--- src/rtl/mlp_acc_pkg.sv ---
// Shared state encoding, load-type constants and default sizing for the
// MLP accelerator load sequencer.
package mlp_acc_pkg;

    typedef enum logic [2:0] {
        StIdle,
        StLoadIn,
        StLoadW,
        StGap,
        StWaitRes,
        StDone
    } seq_state_e;

    localparam logic LOAD_TYPE_INPUT  = 1'b1;
    localparam logic LOAD_TYPE_WEIGHT = 1'b0;

    localparam int unsigned DEF_N_ROWS    = 16;
    localparam int unsigned DEF_N_WEIGHTS = 8;
    localparam int unsigned DEF_LAYER_GAP = 4;
    localparam int unsigned DEF_N_RESULTS = 16;
    localparam int unsigned DEF_RES_DEPTH = 16;

endpackage

--- src/rtl/mlp_result_fifo.sv ---
// First-word-fall-through result FIFO; a pop in the same cycle frees a slot
// for a push even when the FIFO is full.
module mlp_result_fifo #(
    parameter int unsigned WIDTH = 32,
    parameter int unsigned DEPTH = mlp_acc_pkg::DEF_RES_DEPTH
) (
    input  logic             clk,
    input  logic             rst_n,
    input  logic             push_i,
    input  logic [WIDTH-1:0] wdata_i,
    input  logic             pop_i,
    output logic [WIDTH-1:0] rdata_o,
    output logic             full_o,
    output logic             empty_o
);

    localparam int unsigned PTR_W = (DEPTH > 1) ? $clog2(DEPTH) : 1;
    localparam int unsigned CNT_W = $clog2(DEPTH + 1);

    logic [WIDTH-1:0] mem_q [DEPTH];
    logic [PTR_W-1:0] wr_ptr_q, wr_ptr_d;
    logic [PTR_W-1:0] rd_ptr_q, rd_ptr_d;
    logic [CNT_W-1:0] count_q, count_d;
    logic             push_ok, pop_ok;

    function automatic logic [PTR_W-1:0] ptr_inc(input logic [PTR_W-1:0] p);
        return (p == PTR_W'(DEPTH - 1)) ? '0 : p + 1'b1;
    endfunction

    assign full_o  = (count_q == CNT_W'(DEPTH));
    assign empty_o = (count_q == '0);
    assign pop_ok  = pop_i & ~empty_o;
    assign push_ok = push_i & (~full_o | pop_ok);
    assign rdata_o = mem_q[rd_ptr_q];

    always_comb begin
        wr_ptr_d = wr_ptr_q;
        rd_ptr_d = rd_ptr_q;
        count_d  = count_q;
        if (push_ok) wr_ptr_d = ptr_inc(wr_ptr_q);
        if (pop_ok)  rd_ptr_d = ptr_inc(rd_ptr_q);
        case ({push_ok, pop_ok})
            2'b10:   count_d = count_q + 1'b1;
            2'b01:   count_d = count_q - 1'b1;
            default: count_d = count_q;
        endcase
    end

    always_ff @(posedge clk) begin
        if (!rst_n) begin
            wr_ptr_q <= '0;
            rd_ptr_q <= '0;
            count_q  <= '0;
        end else begin
            wr_ptr_q <= wr_ptr_d;
            rd_ptr_q <= rd_ptr_d;
            count_q  <= count_d;
        end
    end

    // Storage needs no reset: nothing is visible until a push has landed.
    always_ff @(posedge clk) begin
        if (push_ok) mem_q[wr_ptr_q] <= wdata_i;
    end

endmodule

--- src/rtl/mlp_load_sequencer.sv ---
// Streams input rows and per-layer weights from a source into the accelerator
// load port, then collects a fixed number of results into a FIFO.
module mlp_load_sequencer
    import mlp_acc_pkg::*;
#(
    parameter int unsigned N_ROWS    = DEF_N_ROWS,
    parameter int unsigned N_WEIGHTS = DEF_N_WEIGHTS,
    parameter int unsigned LAYER_GAP = DEF_LAYER_GAP,
    parameter int unsigned N_RESULTS = DEF_N_RESULTS,
    parameter int unsigned RES_DEPTH = DEF_RES_DEPTH
) (
    input  logic        clk,
    input  logic        rst_n,
    input  logic        start_i,
    input  logic [2:0]  num_layers_i,
    output logic        busy_o,
    output logic        done_o,
    output logic        overflow_o,
    input  logic        src_valid_i,
    output logic        src_ready_o,
    input  logic [31:0] src_data_i,
    output logic        load_en_o,
    output logic [31:0] load_payload_o,
    output logic        load_type_o,
    output logic [3:0]  input_load_number_o,
    output logic [2:0]  layer_number_o,
    output logic [2:0]  weight_number_o,
    input  logic        result_valid_i,
    input  logic [31:0] result_payload_i,
    output logic        res_valid_o,
    input  logic        res_ready_i,
    output logic [31:0] res_data_o
);

    localparam int unsigned GAP_W = (LAYER_GAP > 1) ? $clog2(LAYER_GAP) : 1;
    localparam int unsigned RES_W = (N_RESULTS > 1) ? $clog2(N_RESULTS) : 1;

    seq_state_e       state_q, state_d;
    logic [3:0]       row_q, row_d;
    logic [2:0]       weight_q, weight_d;
    logic [2:0]       layer_q, layer_d;
    logic [2:0]       num_layers_q, num_layers_d;
    logic [GAP_W-1:0] gap_q, gap_d;
    logic [RES_W-1:0] res_cnt_q, res_cnt_d;
    logic             overflow_q, overflow_d;
    logic             load_en_q, load_en_d;
    logic [31:0]      load_payload_q, load_payload_d;
    logic             load_type_q, load_type_d;
    logic [3:0]       in_num_q, in_num_d;
    logic [2:0]       layer_out_q, layer_out_d;
    logic [2:0]       weight_out_q, weight_out_d;

    logic xfer, res_accept, res_drop;
    logic fifo_full, fifo_empty, fifo_pop;

    assign src_ready_o = (state_q == StLoadIn) || (state_q == StLoadW);
    assign xfer        = src_valid_i & src_ready_o;
    assign res_accept  = (state_q == StWaitRes) & result_valid_i;
    assign fifo_pop    = ~fifo_empty & res_ready_i;
    assign res_drop    = res_accept & fifo_full & ~fifo_pop;

    always_comb begin
        state_d        = state_q;
        row_d          = row_q;
        weight_d       = weight_q;
        layer_d        = layer_q;
        num_layers_d   = num_layers_q;
        gap_d          = gap_q;
        res_cnt_d      = res_cnt_q;
        overflow_d     = overflow_q;
        load_en_d      = 1'b0;
        load_payload_d = load_payload_q;
        load_type_d    = load_type_q;
        in_num_d       = in_num_q;
        layer_out_d    = layer_out_q;
        weight_out_d   = weight_out_q;

        unique case (state_q)
            StIdle: begin
                if (start_i) begin
                    state_d      = StLoadIn;
                    num_layers_d = num_layers_i;
                    row_d        = '0;
                    weight_d     = '0;
                    layer_d      = '0;
                    gap_d        = '0;
                    res_cnt_d    = '0;
                    overflow_d   = 1'b0;
                end
            end
            StLoadIn: begin
                if (xfer) begin
                    load_en_d      = 1'b1;
                    load_payload_d = src_data_i;
                    load_type_d    = LOAD_TYPE_INPUT;
                    in_num_d       = row_q;
                    if (row_q == 4'(N_ROWS - 1)) begin
                        state_d  = StLoadW;
                        row_d    = '0;
                        layer_d  = '0;
                        weight_d = '0;
                    end else begin
                        row_d = row_q + 1'b1;
                    end
                end
            end
            StLoadW: begin
                if (xfer) begin
                    load_en_d      = 1'b1;
                    load_payload_d = src_data_i;
                    load_type_d    = LOAD_TYPE_WEIGHT;
                    layer_out_d    = layer_q;
                    weight_out_d   = weight_q;
                    if (weight_q == 3'(N_WEIGHTS - 1)) begin
                        state_d  = StGap;
                        weight_d = '0;
                        gap_d    = '0;
                    end else begin
                        weight_d = weight_q + 1'b1;
                    end
                end
            end
            StGap: begin
                if (gap_q == GAP_W'(LAYER_GAP - 1)) begin
                    gap_d = '0;
                    if (layer_q < num_layers_q) begin
                        state_d = StLoadW;
                        layer_d = layer_q + 1'b1;
                    end else begin
                        state_d = StWaitRes;
                    end
                end else begin
                    gap_d = gap_q + 1'b1;
                end
            end
            StWaitRes: begin
                // Dropped results still count towards completion.
                if (result_valid_i) begin
                    if (res_drop) overflow_d = 1'b1;
                    if (res_cnt_q == RES_W'(N_RESULTS - 1)) begin
                        state_d   = StDone;
                        res_cnt_d = '0;
                    end else begin
                        res_cnt_d = res_cnt_q + 1'b1;
                    end
                end
            end
            StDone:  state_d = StIdle;
            default: state_d = StIdle;
        endcase
    end

    always_ff @(posedge clk) begin
        if (!rst_n) begin
            state_q        <= StIdle;
            row_q          <= '0;
            weight_q       <= '0;
            layer_q        <= '0;
            num_layers_q   <= '0;
            gap_q          <= '0;
            res_cnt_q      <= '0;
            overflow_q     <= 1'b0;
            load_en_q      <= 1'b0;
            load_payload_q <= '0;
            load_type_q    <= 1'b0;
            in_num_q       <= '0;
            layer_out_q    <= '0;
            weight_out_q   <= '0;
        end else begin
            state_q        <= state_d;
            row_q          <= row_d;
            weight_q       <= weight_d;
            layer_q        <= layer_d;
            num_layers_q   <= num_layers_d;
            gap_q          <= gap_d;
            res_cnt_q      <= res_cnt_d;
            overflow_q     <= overflow_d;
            load_en_q      <= load_en_d;
            load_payload_q <= load_payload_d;
            load_type_q    <= load_type_d;
            in_num_q       <= in_num_d;
            layer_out_q    <= layer_out_d;
            weight_out_q   <= weight_out_d;
        end
    end

    assign busy_o              = (state_q != StIdle);
    assign done_o              = (state_q == StDone);
    assign overflow_o          = overflow_q;
    assign load_en_o           = load_en_q;
    assign load_payload_o      = load_payload_q;
    assign load_type_o         = load_type_q;
    assign input_load_number_o = in_num_q;
    assign layer_number_o      = layer_out_q;
    assign weight_number_o     = weight_out_q;
    assign res_valid_o         = ~fifo_empty;

    mlp_result_fifo #(
        .WIDTH (32),
        .DEPTH (RES_DEPTH)
    ) u_result_fifo (
        .clk     (clk),
        .rst_n   (rst_n),
        .push_i  (res_accept),
        .wdata_i (result_payload_i),
        .pop_i   (fifo_pop),
        .rdata_o (res_data_o),
        .full_o  (fifo_full),
        .empty_o (fifo_empty)
    );

endmodule

--- config.mk ---
export PLATFORM = sky130hd
export DESIGN_NAME = mlp_load_sequencer
export DESIGN_NICKNAME = d
export VERILOG_FILES = /design/src/rtl/mlp_acc_pkg.sv /design/src/rtl/mlp_result_fifo.sv /design/src/rtl/mlp_load_sequencer.sv
export SDC_FILE = /design/constraint.sdc
export NUM_CORES = 1
export LEC_CHECK = 0
export BUFFER_PORTS_ARGS = -buffer_cell sky130_fd_sc_hd__buf_2
export CAP_MARGIN = 20
export CELL_PAD_IN_SITES_DETAIL_PLACEMENT = 0
export CELL_PAD_IN_SITES_GLOBAL_PLACEMENT = 1
export CORE_UTILIZATION = 30
export DETAILED_ROUTE_END_ITERATION = 6
export GPL_ROUTABILITY_DRIVEN = 0
export PLACE_DENSITY = 0.56
export SYNTH_ARGS = -nofsm -noshare
export SYNTH_HDL_FRONTEND = slang
export SYNTH_HIERARCHICAL = 1
export SYNTH_SLANG_ARGS = --single-unit
--- constraint.sdc ---
create_clock -name clk -period 4.16 [get_ports clk]
set_clock_uncertainty 0.15 [all_clocks]
set_input_delay 0.208 -clock clk [delete_from_list [all_inputs] [get_ports clk]]
set_output_delay 0.208 -clock clk [all_outputs]
set_load 0.02 [all_outputs]
Word level (Yosys, flattened, before mapping):

Memories as Yosys holds them, arrays and structs flattened. A register that Yosys moved wholly into a read port is not among the register bits.
Cells that the tools add are included.

* flip-flop bits (word level): 80
* output and inout bits: 81
* RAM bits: 512
* memories kept: 1
* logic and storage cells: 134

* magnitude comparators: 1
* add/subtract/negate cells: 9
* bitwise gates (word level): 11
* eq/ne operators: 24
* mux-type cells: 46
* reduce and logical (&&, ||, !) cells: 25

Memories
* u_result_fifo.mem_q: depth 16, bits a word 32, rd ports 1, clocked after Yosys merged registers in 1, write ports 1, line mlp_result_fifo.sv:20 `logic [WIDTH-1:0] mem_q [DEPTH];`

Operators with widths (count)
* 2-to-1 mux 3 bit: 16
* 2-to-1 mux 4 bit: 9
* case mux 3 bit (3 select lines): 2
* adder 4 x 1 -> 4 bit (second input constant): 4
* == test 4 bit (second input constant): 4
* case mux 4 bit (2 select lines): 2
* case mux 3 bit (5 select lines): 1
* inequality test 2 bit (second input constant): 7
* nonzero test 3 bit: 4
* case mux 5 bit (2 select lines): 1
* AND reduction 2 bit: 5
* == test 3 bit (second input constant): 3
* AND reduction 3 bit: 3
* 2-to-1 mux 1 bit: 8
* 2-to-1 mux 2 bit: 4
* AND reduction 4 bit: 2
* AND reduction 8 bit: 1
* nonzero test 2 bit: 4
* bitwise AND 1 bit: 7
* adder 3 x 1 -> 3 bit (second input constant): 2
* == test 3 x 2 -> 1 bit (second input constant): 2
* inequality test 2 x 1 -> 1 bit (second input constant): 3
* case mux 2 bit (3 select lines): 1
* AND reduction 6 bit: 1
* other kinds (16): 20

Depth between registers and ports, before layout:

Gate-level depths: netlist of run 1.

* depth in word-level cells: 8
* depth in mapped cells: 13
* gate-level depth less buffers: 11

Cells and area by module:

Netlist of run 1, hierarchy kept.

Modules (own cells, without submodules)
* mlp_result_fifo: seq. area each 15715.1 sq um, times used 1, area each 20184.4 sq um, cells an instance 919
* mlp_load_sequencer: seq. area each 1341.3 sq um, times used 1, area each 2919.0 sq um, cells an instance 354

Least setup slack after synthesis of run 1:

OpenSTA, ideal clock, no wires.

* kind: register -> register
* from: register state_q[0]
* to: memory u_result_fifo.mem_q[0][0], enable pin
* path slack: -345 ps
* setup time: 461 ps
* cell stages (with the launch flop): 9
* data required time: 3549 ps
* clock period less this slack: 4505 ps
* arrival time: 3894 ps
* cells stage by stage: dfxtp_1 buf_2 nor2_2 and3_1 clkbuf_1 o31a_1 buf_6 nand2_1 nor3_1

* cells in the longest elaborated chain, start to end: 5

RTL lines
* start, declared: line mlp_load_sequencer.sv:38 `seq_state_e state_q, state_d;`
* start signal, assigned: line mlp_load_sequencer.sv:155 `state_q <= StIdle;`
* start signal, assigned: line mlp_load_sequencer.sv:170 `state_q <= state_d;`
* == test 3 bit: line mlp_load_sequencer.sv:58 `assign res_accept = (state_q == StWaitRes) & result_valid_i;`
* bitwise AND 1 bit: line mlp_load_sequencer.sv:58
* via res_accept: line mlp_load_sequencer.sv:53 `logic xfer, res_accept, res_drop;`
* bitwise AND 1 bit: line mlp_result_fifo.sv:33 `assign push_ok = push_i & (~full_o | pop_ok);`
* 2-to-1 mux 1 bit: line mlp_result_fifo.sv:63 `if (push_ok) mem_q[wr_ptr_q] <= wdata_i;`
* 2-to-1 mux 1 bit (not written as such): line mlp_result_fifo.sv:63
* end, declared: line mlp_result_fifo.sv:20

The timed path passes the listed nets, and every way through them passes these cells.

Final worst setup path of run 1:

* from: register u_result_fifo.count_q[0]
* to: memory u_result_fifo.mem_q[4][24], enable pin

* cells in the longest elaborated chain, start to end: 8
* elaborated cells between the ends (all ways): 10

RTL lines
* start, declared: line mlp_result_fifo.sv:23 `logic [CNT_W-1:0] count_q, count_d;`
* start signal, assigned: line mlp_result_fifo.sv:57 `count_q <= count_d;`
* logical NOT 5 bit: line mlp_result_fifo.sv:31 `assign empty_o = (count_q == '0);`
* via fifo_empty: line mlp_load_sequencer.sv:54 `logic fifo_full, fifo_empty, fifo_pop;`
* inverter 1 bit: line mlp_load_sequencer.sv:59 `assign fifo_pop = ~fifo_empty & res_ready_i;`
* bitwise AND 1 bit: line mlp_load_sequencer.sv:59
* via fifo_pop: line mlp_load_sequencer.sv:54
* bitwise AND 1 bit: line mlp_result_fifo.sv:32 `assign pop_ok = pop_i & ~empty_o;`
* OR 1 bit: line mlp_result_fifo.sv:33
* bitwise AND 1 bit: line mlp_result_fifo.sv:33
* 2-to-1 mux 1 bit: line mlp_result_fifo.sv:63
* 2-to-1 mux 1 bit (not written as such): line mlp_result_fifo.sv:63

The timed path passes the listed nets, and every way through them passes these cells.

==> results.yml, run 1 <==
status:
  status: "complete, no violations"
clock_tree:
  clkSlewWorstSetupHoldPaths_ns: 0.06
  htreeDepth: 3
  cts_buffers: 66
  clk_latency_ns: 0.60
  clock_sinks: 596
  cts_root_buf: "clkbuf_16"
  clk_path_buf_depth: 3
  cts_tree: "built"
  ctsResizeCount: 0
route:
  via_per_inst: 4.74
  wl_met2_mm: 26.7
  drt_wl_total_mm: 53.6
  routed-wl-met3_mm: 2.46
  drt_first_pass_iters: 5
  wire_per_inst_um: 20.5
  dr_total_vias: 12400
  wl_met1_mm: 23.2
  drc: 0
  drtIter0Drc: 728
  antenna_left: 0
  top_layer: "met5"
grt:
  grt_use_total_pct: 13.8
  grt_max_degree: 65
  antenna_found_initial: 2
  grt_pass1_wl_mm: 81.1
  overflow: 0
  grt_pass1_vias: 13000
worst_setup_path:
  rr_worst_depth: 7
  path_max_fanout: 17
  startpoint: "u_result_fifo/count_q[0]$_SDFFE_PN0P_"
  cp.required_ns: 4.32
  end_kind: "flip-flop"
  critPathKind: "reg -> reg"
  cp.depth: 7
  cp_cell_sequence: "or4_4, nor2_1, nor2b_1, o31a_1, nand2_1, nor2_4, buf_12"
  slowest_delay_ns: 0.62
  critPathCapture: "u_result_fifo/mem_q[4][24]$_DFFE_PP_"
  r2r_start: "u_result_fifo/count_q[0]$_SDFFE_PN0P_"
  critPathBufInv: 1
  worstPathArrival_ns: 3.60
  crit_family: "simple AND/OR/NAND/NOR gates"
  r2r_end: "u_result_fifo/mem_q[4][24]$_DFFE_PP_"
  worst-r2r-setup-slack_ns: 0.71
  crit_slowest_cell: "nor2b_1"
  start_kind: "flip-flop"
flow_run:
  maxCapViolations: 0
sta:
  hold_violations: 0
  max_clock_freq_mhz: 290
  fin_crit_ns: 3.45
  report.final.setup_viol: 0
  rsz0062_at_grt: "no"
  fin_crit_sh_pct: 82.8
  drv_slew: 0
  tns_ns: 0
  slew_headroom_pct: 46.3
  worstMarginPinSlew_ns: 0.804
synthesis:
  postSynthAreaPerCell_um2: 18.1
  mappedNetlistArea_um2: 23100
  synthArstFlopShare_pct: 0
  ys_ff_latch: 596
  ys_seq_area_share_pct: 73.8
  ys_types: 70
  synth_cells: 1273
  yosysWarnings: 6
  syn-num-nets: 1363
  synth_edf_count: 512
  synthFlopType: "edfxtp_1"
floorplan:
  io_pins: 154
  core-area_um2: 76100
  die_w_um: 280
  num_rows: 101
  die-area_um2: 78100
  start_util_pct: 30.4
  die_h_um: 280
final_layout:
  layout.cells.non_filler: 2616
  area_delta_synth_final_pct: 22.3
  final_cell_mix: "edfxtp_1, buf_2, nand2_1"
  diodes: 0
  fillers: 7158
  drive_gt1_share_pct: 28.6
  nets: 1628
  final_common_cell: "edfxtp_1"
placement:
  io_buffers: 153
  hpwl_mm: 32.4
  place_inst: 2421
power:
  seq_power_share_pct: 50.0
  leakage_nw: 9.21
  power_density_nw_per_um2: 472
  internal-power_mw: 10.2
  peakVddDrop_uv: 363
  p_sw_share_pct: 23.7
  pwr-share-comb_pct: 8.9
  power_switching_mw: 3.16
  clockPowerShare_pct: 41.1
min_path:
  min_path_type: "in -> reg"
what timing repair did:
| item | CTS | global route |
|---|---|---|
| hold buffers | 77 | 0 |
| buffers inserted | 0 | 0 |
| endpoints found under the hold margin | 568 | 0 |
flip-flops by register name, summed over array words and instances (netlist names), 2 cells and up, named ones only:
register / cells
weight_number_o: 3
gap_q: 2
input_load_number_o: 4
row_q: 4
load_payload_o: 32
num_layers_q: 3
weight_q: 3
u_result_fifo/rd_ptr_q: 4
res_cnt_q: 4
state_q: 3
u_result_fifo/mem_q: 512
u_result_fifo/wr_ptr_q: 4
layer_q: 3
u_result_fifo/count_q: 5
layer_number_o: 3
layer usage:
| layer | vias to the layer above | global-route usage [%] |
|---|---|---|
| li1 | 5623 | - |
| met1 | 6438 | 17.8 |
| met2 | 247 | 23.3 |
| met3 | 94 | 3.01 |
| met4 | 4 | 3.90 |
| met5 | - | 0 |
per-stage QoR:
step / util, % / area, um2 / power [mW] / worst slack (ns) / hold slack [ns]
after floorplan: - / 23100 / 7.52 / 0.512 / 0.157
after global placement: 33.4 / 25400 / 7.88 / 0.848 / 0.290
after detailed placement: 33.4 / 25400 / 7.90 / 0.708 / 0.296
after CTS: 37.1 / 28200 / 13.5 / 0.715 / 0.170
after global routing: 37.1 / 28300 / 13.9 / 0.482 / 0.216
final: 37.1 / 28300 / 13.3 / 0.715 / 0.208
synth_stat cells, types with 6 or more instances:
master,n,area [um2]
nand3_1,18,90.1
dfxtp_1,84,1680
a21oi_1,59,295
nor3_1,6,30.0
inv_1,12,45.0
ha_1,16,200
buf_2,24,120
nor2b_1,8,50.1
mux4_2,128,2880
nand2b_1,10,62.6
clkbuf_1,41,154
o21ai_0,13,65.1
mux2i_1,19,190
nor2_1,33,124
edfxtp_1,512,15400
a22oi_1,66,495
nand2_1,137,514
cells by family after synthesis:
kind of cell | share of synthesized area [%]
XOR/XNOR | 0.0758
AND/OR/NAND/NOR | 4.94
multiplexers | 13.3
buffers and inverters | 1.71
adder cells (fa/ha/maj) | 0.953
AO/OA/AOI/OAI | 5.14
flip-flops | 73.8
how the worst min path moves through the flow:
stage / start / to / cells after the start
2_1_floorplan: result_payload_i[0] / u_result_fifo/mem_q[0][0]$_DFFE_PP_ / 0
3_3_place_gp: load_payload_o[6]$_SDFFE_PN0P_ / load_payload_o[6]$_SDFFE_PN0P_ / 2
3_5_place_dp: load_payload_o[28]$_SDFFE_PN0P_ / load_payload_o[28]$_SDFFE_PN0P_ / 2
4_1_cts: res_ready_i / flip-flop / 5
5_1_grt: src_data_i[15] / load_payload_o[15]$_SDFFE_PN0P_ / 4
6_report: res_ready_i / flip-flop / 5
final cells by class:
| class | count | area, um2 | share of cell area (%) |
|---|---|---|---|
| timing repair buffer | 272 | 2000 | 7.09 |
| clock buffer | 85 | 1750 | 6.21 |
| sequential | 596 | 17100 | 60.4 |
| inverter | 15 | 56.3 | 0.199 |
| clock inverter | 31 | 278 | 0.983 |
| multi-input combinational | 587 | 5810 | 20.6 |
| tap | 1030 | 1290 | 4.56 |
power by group through the flow:
stage / registers [mW] / logic, mW / clock network (mW)
after floorplan: 6.85 / 0.676 / 0
after global placement: 6.79 / 1.09 / 0
after detailed placement: 6.80 / 1.11 / 0
after CTS: 6.67 / 1.18 / 5.67
after global routing: 6.69 / 1.31 / 5.88
final: 6.67 / 1.18 / 5.49
tightest hold or removal path: stages:
cell and delay [ns]:
buf_2 0.09, nor2b_1 0.24, o21ai_2 0.17, a311o_1 0.13
a21oi_1 0.06
Power figures use the tool's default switching activity.
==> run 2: changes to the inputs <==
- ABC_AREA: not set -> 1
- PLACE_DENSITY: 0.56 -> 0.59
- clock period: 4.16 -> 3.15 ns (I/O delays scaled with it)
==> results.yml, run 2 <==
worst_setup_path:
  path_max_fanout: 64
  end_kind: "output port"
  worstPathArrival_ns: 2.49
  cp.required_ns: 2.84
  critPathKind: "reg -> out"
  start_kind: "flip-flop"
floorplan:
  die_w_um: 290
  num_rows: 105
  start_util_pct: 30.3
  die_h_um: 290
  io_pins: 154
  core-area_um2: 82000
  die-area_um2: 83800
clock_tree:
  clk_path_buf_depth: 3
  clock_sinks: 596
  clkSlewWorstSetupHoldPaths_ns: 0.05
  htreeDepth: 3
  clk_latency_ns: 0.62
  cts_buffers: 71
  cts_root_buf: "clkbuf_16"
  cts_tree: "built"
sta:
  timing.final.ws_setup_ns: 0.349
  drv_slew: 0
  slew_headroom_pct: 30.8
  hold_violations: 0
  rsz0062_at_grt: "no"
  whs_ns: 0.126
  fin_crit_sh_pct: 88.9
  max_clock_freq_mhz: 357
  report.final.setup_viol: 0
  fin_crit_ns: 2.80
  worstMarginPinSlew_ns: 1.04
  tns_ns: 0
placement:
  hpwl_mm: 37.6
  dpl_worst_slack_ns: 0.209
  io_buffers: 153
final_layout:
  largest_register_ffs: 512
  final_common_cell: "edfxtp_1"
  nets: 2471
  seq_area_um2: 17100
  drive_gt1_share_pct: 14.7
  regMostFlops: "u_result_fifo/mem_q"
  multi_input_area_um2: 5840
  final_cell_mix: "edfxtp_1, inv_1, nand2_1"
  area_delta_synth_final_pct: 21.0
  fillers: 8073
grt:
  grt_use_total_pct: 15.3
  grt_pass1_wl_mm: 97.6
  overflow: 0
  grt_pass1_vias: 16300
  grt_max_degree: 109
  antenna_found_initial: 2
synthesis:
  mappedNetlistArea_um2: 24800
  synth_edf_count: 512
  yosysWarnings: 6
  syn-num-nets: 2234
  postSynthAreaPerCell_um2: 11.6
  ys_types: 37
  synthTopCellsByCount: "edfxtp_1, inv_1, nand2_1"
  synth_top_area_share_pct: 62.0
  ys_seq_area_share_pct: 68.8
  ys_top_cells_by_area: "edfxtp_1, dfxtp_1, inv_1"
  synthFlopType: "edfxtp_1"
  synth_largest_area_cell: "edfxtp_1"
  yosysMostFrequentCell: "edfxtp_1"
  ys_ff_latch: 596
  synthArstFlopShare_pct: 0
  synth_cells: 2144
route:
  antenna_left: 0
  drc: 0
  drtIter0Drc: 993
  wire_per_inst_um: 18.1
  dr_total_vias: 16400
  via_per_inst: 4.66
  drt_wl_total_mm: 63.7
  drt_first_pass_iters: 5
power:
  pwr-share-comb_pct: 22.2
  internal-power_mw: 15.6
  seq_power_share_pct: 40.3
  power_density_nw_per_um2: 749
  clockPowerShare_pct: 37.5
  power_switching_mw: 6.93
  peakVddDrop_uv: 437
  leakage_nw: 11.1
  p_sw_share_pct: 30.8
  total_power_mw: 22.5
flow_run:
  maxCapViolations: 0
status:
  status: "complete, no violations"
min_path:
  min_path_type: "in -> reg"
[run 2: cell types whose count changed after synthesis, sizes merged, moves of 47 or more]
cell,previous run,this run
buf,33,80
nand3,19,223
nor2,34,143
mux4,128,0
o211ai,2,128
a22oi,66,0
o21ai,16,193
inv,14,310
a21oi,59,163
nand2,138,232
[run 2: layer usage]
| metal | wire length (um) | vias to the layer above | track usage, % |
|---|---|---|---|
| met2 | 30300 | 385 | 25.1 |
| met1 | 28900 | 7936 | 20.5 |
| li1 | - | 7965 | - |
| met4 | 1200 | 0 | 4.57 |
| met5 | 0 | - | 0 |
| met3 | 3320 | 82 | 2.92 |
[run 2: power groups by stage]
| stage | registers [mW] | logic, mW | clock network (mW) |
|---|---|---|---|
| 2_1_floorplan | 9.32 | 3.48 | 0 |
| 3_3_place_gp | 9.22 | 4.93 | 0 |
| 3_5_place_dp | 9.23 | 4.96 | 0 |
| 4_1_cts | 9.07 | 5.08 | 8.70 |
| 5_1_grt | 9.11 | 5.58 | 8.99 |
| 6_report | 9.07 | 4.99 | 8.43 |
[run 2: repair_timing]
item	4_1_cts	5_1_grt
setup buffers	0	6
resized for setup	0	0
endpoints found under the hold margin	570	0
hold buffers	80	0
endpoints found under the setup margin	0	14
[run 2: path summary, 6_finish.rpt]
| path | start | end | slack, ns | cells past startpoint |
|---|---|---|---|---|
| max reg2reg | state_q[0]$_SDFFE_PN0P_ | u_result_fifo/mem_q[6][25]$_DFFE_PP_ | 0.39 | 8 |
| min | res_ready_i | u_result_fifo/wr_ptr_q[1]$_SDFFE_PN0P_ | 0.13 | 5 |
| min reg2reg | layer_number_o[1]$_SDFFE_PN0P_ | layer_number_o[1]$_SDFFE_PN0P_ | 0.30 | 2 |
| max | flip-flop | res_data_o[8] | 0.35 | 5 |
[run 2: stage by stage]
stage	std cells	area, um2	utilization, %
final	3513	30000	36.6
after detailed placement	3292	26800	32.6
after global routing	3511	30000	36.6
after CTS	3504	30000	36.6
after floorplan	2144	24800	-
after global placement	3292	26800	32.6
[run 2: kinds of logic (layout without fill, tap and decap cells)]
kind of cell | Yosys count | after routing | synth area share, %
other | 0 | 3 | 0
AOI/OAI and AO/OA | 486 | 486 | 11.2
xor gates and xnor gates | 6 | 6 | 0.212
adders and majority gates | 17 | 17 | 0.888
buffers and inverters | 432 | 728 | 8.20
DFF | 596 | 596 | 68.8
and+or+nand+nor | 607 | 607 | 10.8
[run 2: final cells by class]
class | count | area share [%]
Sequential cell | 596 | 56.9
Timing Repair Buffer | 286 | 7.29
Antenna cell | 3 | 0.0250
Clock inverter | 47 | 1.83
Clock buffer | 85 | 6.20
Multi-Input combinational cell | 1116 | 19.5
Tap cell | 1070 | 4.46
Inverter | 310 | 3.88
[run 2: worst max-delay path, cell delays in order (launching register included)]
cell,delay [ns]
dfxtp_2,0.33
buf_4,0.66
nand3_1,0.23
nand3_1,0.25
nand2_1,0.09
buf_2,0.16
==> run 3: changes to the inputs <==
- CORE_MARGIN: not set -> 2
==> results.yml, run 3 (same netlist as run 2, synthesis figures left out) <==
status:
  status: "complete, no violations"
sta:
  rsz0062_at_grt: "no"
  drv_slew: 0
  report.final.setup_viol: 0
  max_clock_freq_mhz: 357
  fin_crit_sh_pct: 89.0
  worstMarginPinSlew_ns: 0.879
  whs_ns: 0.152
  slew_headroom_pct: 41.3
  fin_crit_ns: 2.80
  timing.final.ws_setup_ns: 0.346
  hold_violations: 0
  tns_ns: 0
route:
  antenna_left: 0
  dr_total_vias: 16300
  drt_wl_total_mm: 63.6
  via_per_inst: 4.65
  drtIter0Drc: 1181
  drt_first_pass_iters: 5
  wire_per_inst_um: 18.2
  drc: 0
grt:
  grt_use_total_pct: 15.0
  overflow: 0
  use_met1_pct: 19.8
  top_usage_layer: "met2"
  grt_pass1_wl_mm: 97.9
  grt_max_degree: 117
  grt_pass1_vias: 16200
  antenna_found_initial: 1
  grt_use_met2_pct: 25.1
  grt_util_met3_pct: 3.04
worst_setup_path:
  rr_worst_depth: 8
  path_max_fanout: 52
  cp.required_ns: 2.84
  cp_cell_sequence: "buf_12, buf_12, o211ai_1, nand3_1, nand3_1, nand2_1, buf_2"
  worst-r2r-setup-slack_ns: 0.43
  slowest_delay_ns: 0.54
  critPathKind: "reg -> out"
  crit_slowest_cell: "dfxtp_4"
  r2r_start: "state_q[0]$_SDFFE_PN0P_"
  worstPathArrival_ns: 2.50
  r2r_end: "u_result_fifo/mem_q[14][0]$_DFFE_PP_"
  start_kind: "flip-flop"
  critPathCapture: "res_data_o[24]"
  end_kind: "output port"
placement:
  place_area_um2: 26800
  place_inst: 3294
  hpwl_mm: 37.4
  dpl_worst_slack_ns: 0.405
  io_buffers: 153
min_path:
  min_path_type: "in -> reg"
floorplan:
  io_pins: 154
  num_rows: 105
  core-area_um2: 82000
  die-area_um2: 85000
  start_util_pct: 30.3
  die_w_um: 292
  die_h_um: 292
clock_tree:
  htreeDepth: 3
  cts_tree: "built"
  cts_buffers: 69
  clock_sinks: 596
  ctsResizeCount: 0
  clk_latency_ns: 0.61
  clkSlewWorstSetupHoldPaths_ns: 0.06
  clk_path_buf_depth: 3
  cts_root_buf: "clkbuf_16"
power:
  total_power_mw: 21.7
  power_density_nw_per_um2: 729
  peakVddDrop_uv: 520
  leakage_nw: 11.0
final_layout:
  final_cell_mix: "edfxtp_1, inv_1, nand2_1"
  largest_register_ffs: 512
  final_common_cell: "edfxtp_1"
  design_area_um2: 29800
  drive_gt1_share_pct: 14.0
  nets: 2468
  diodes: 0
  regMostFlops: "u_result_fifo/mem_q"
  final_core_util_pct: 36.3
  area_delta_synth_final_pct: 20.0
  layout.cells.non_filler: 3500
flow_run:
  maxCapViolations: 0
==> run 3: cell count changes in the layout (fill, tap and decap cells not counted), moves of 3 or more <==
cell,change
clkinvlp_4,-5
diode_2,-3
dlygate4sd3_1,+3
bufinv_16,-7
inv_6,-4
buf_4,-4
clkinv_1,+7
clkinv_8,+3
==> run 3: layout make-up <==
cell class | count | area (um2)
well taps | 1070 | 1340
flip-flops and latches | 596 | 17100
clock buffers | 82 | 1820
repair buffers | 285 | 2190
clock inverters | 41 | 335
inverters | 310 | 1170
fillers | 8033 | 52200
multi-input cells | 1116 | 5840
==> run 3: what timing repair did <==
action	in CTS	in global routing
endpoints found under the hold margin	574	0
buffers inserted	0	0
hold buffers	83	0
==> run 3: how the worst min path moves through the flow <==
stage                        start                                  end  cells past startpoint
2_1_floorplan  result_payload_i[0]  u_result_fifo/mem_q[0][0]$_DFFE_PP_                      0
5_1_grt             src_data_i[10]      load_payload_o[10]$_SDFFE_PN0P_                      4
3_5_place_dp        src_data_i[23]      load_payload_o[23]$_SDFFE_PN0P_                      3
6_report             src_data_i[1]       load_payload_o[1]$_SDFFE_PN0P_                      4
3_3_place_gp        src_data_i[22]      load_payload_o[22]$_SDFFE_PN0P_                      3
4_1_cts             src_data_i[23]      load_payload_o[23]$_SDFFE_PN0P_                      4
==> run 3: critical path, delay by kind of cell (launching register included) <==
family / cells / cell delay, ns
compound gates: 1 / 0.15
buf+inv: 3 / 0.70
flops: 1 / 0.54
simple gates: 3 / 0.45
==> run 3: power breakdown <==
| group | leakage (nW) | internal, mW | switching (mW) |
|---|---|---|---|
| Sequential | 5.29 | 8.86 | 0.223 |
| Combinational | 4.62 | 1.63 | 3.35 |
| Clock | 1.06 | 4.40 | 3.22 |
==> run 3: metal layers <==
layer	vias to the layer above	wire length, um
li1	7950	-
met5	-	0
met4	0	1260
met3	89	3050
met2	386	30400
met1	7843	29000
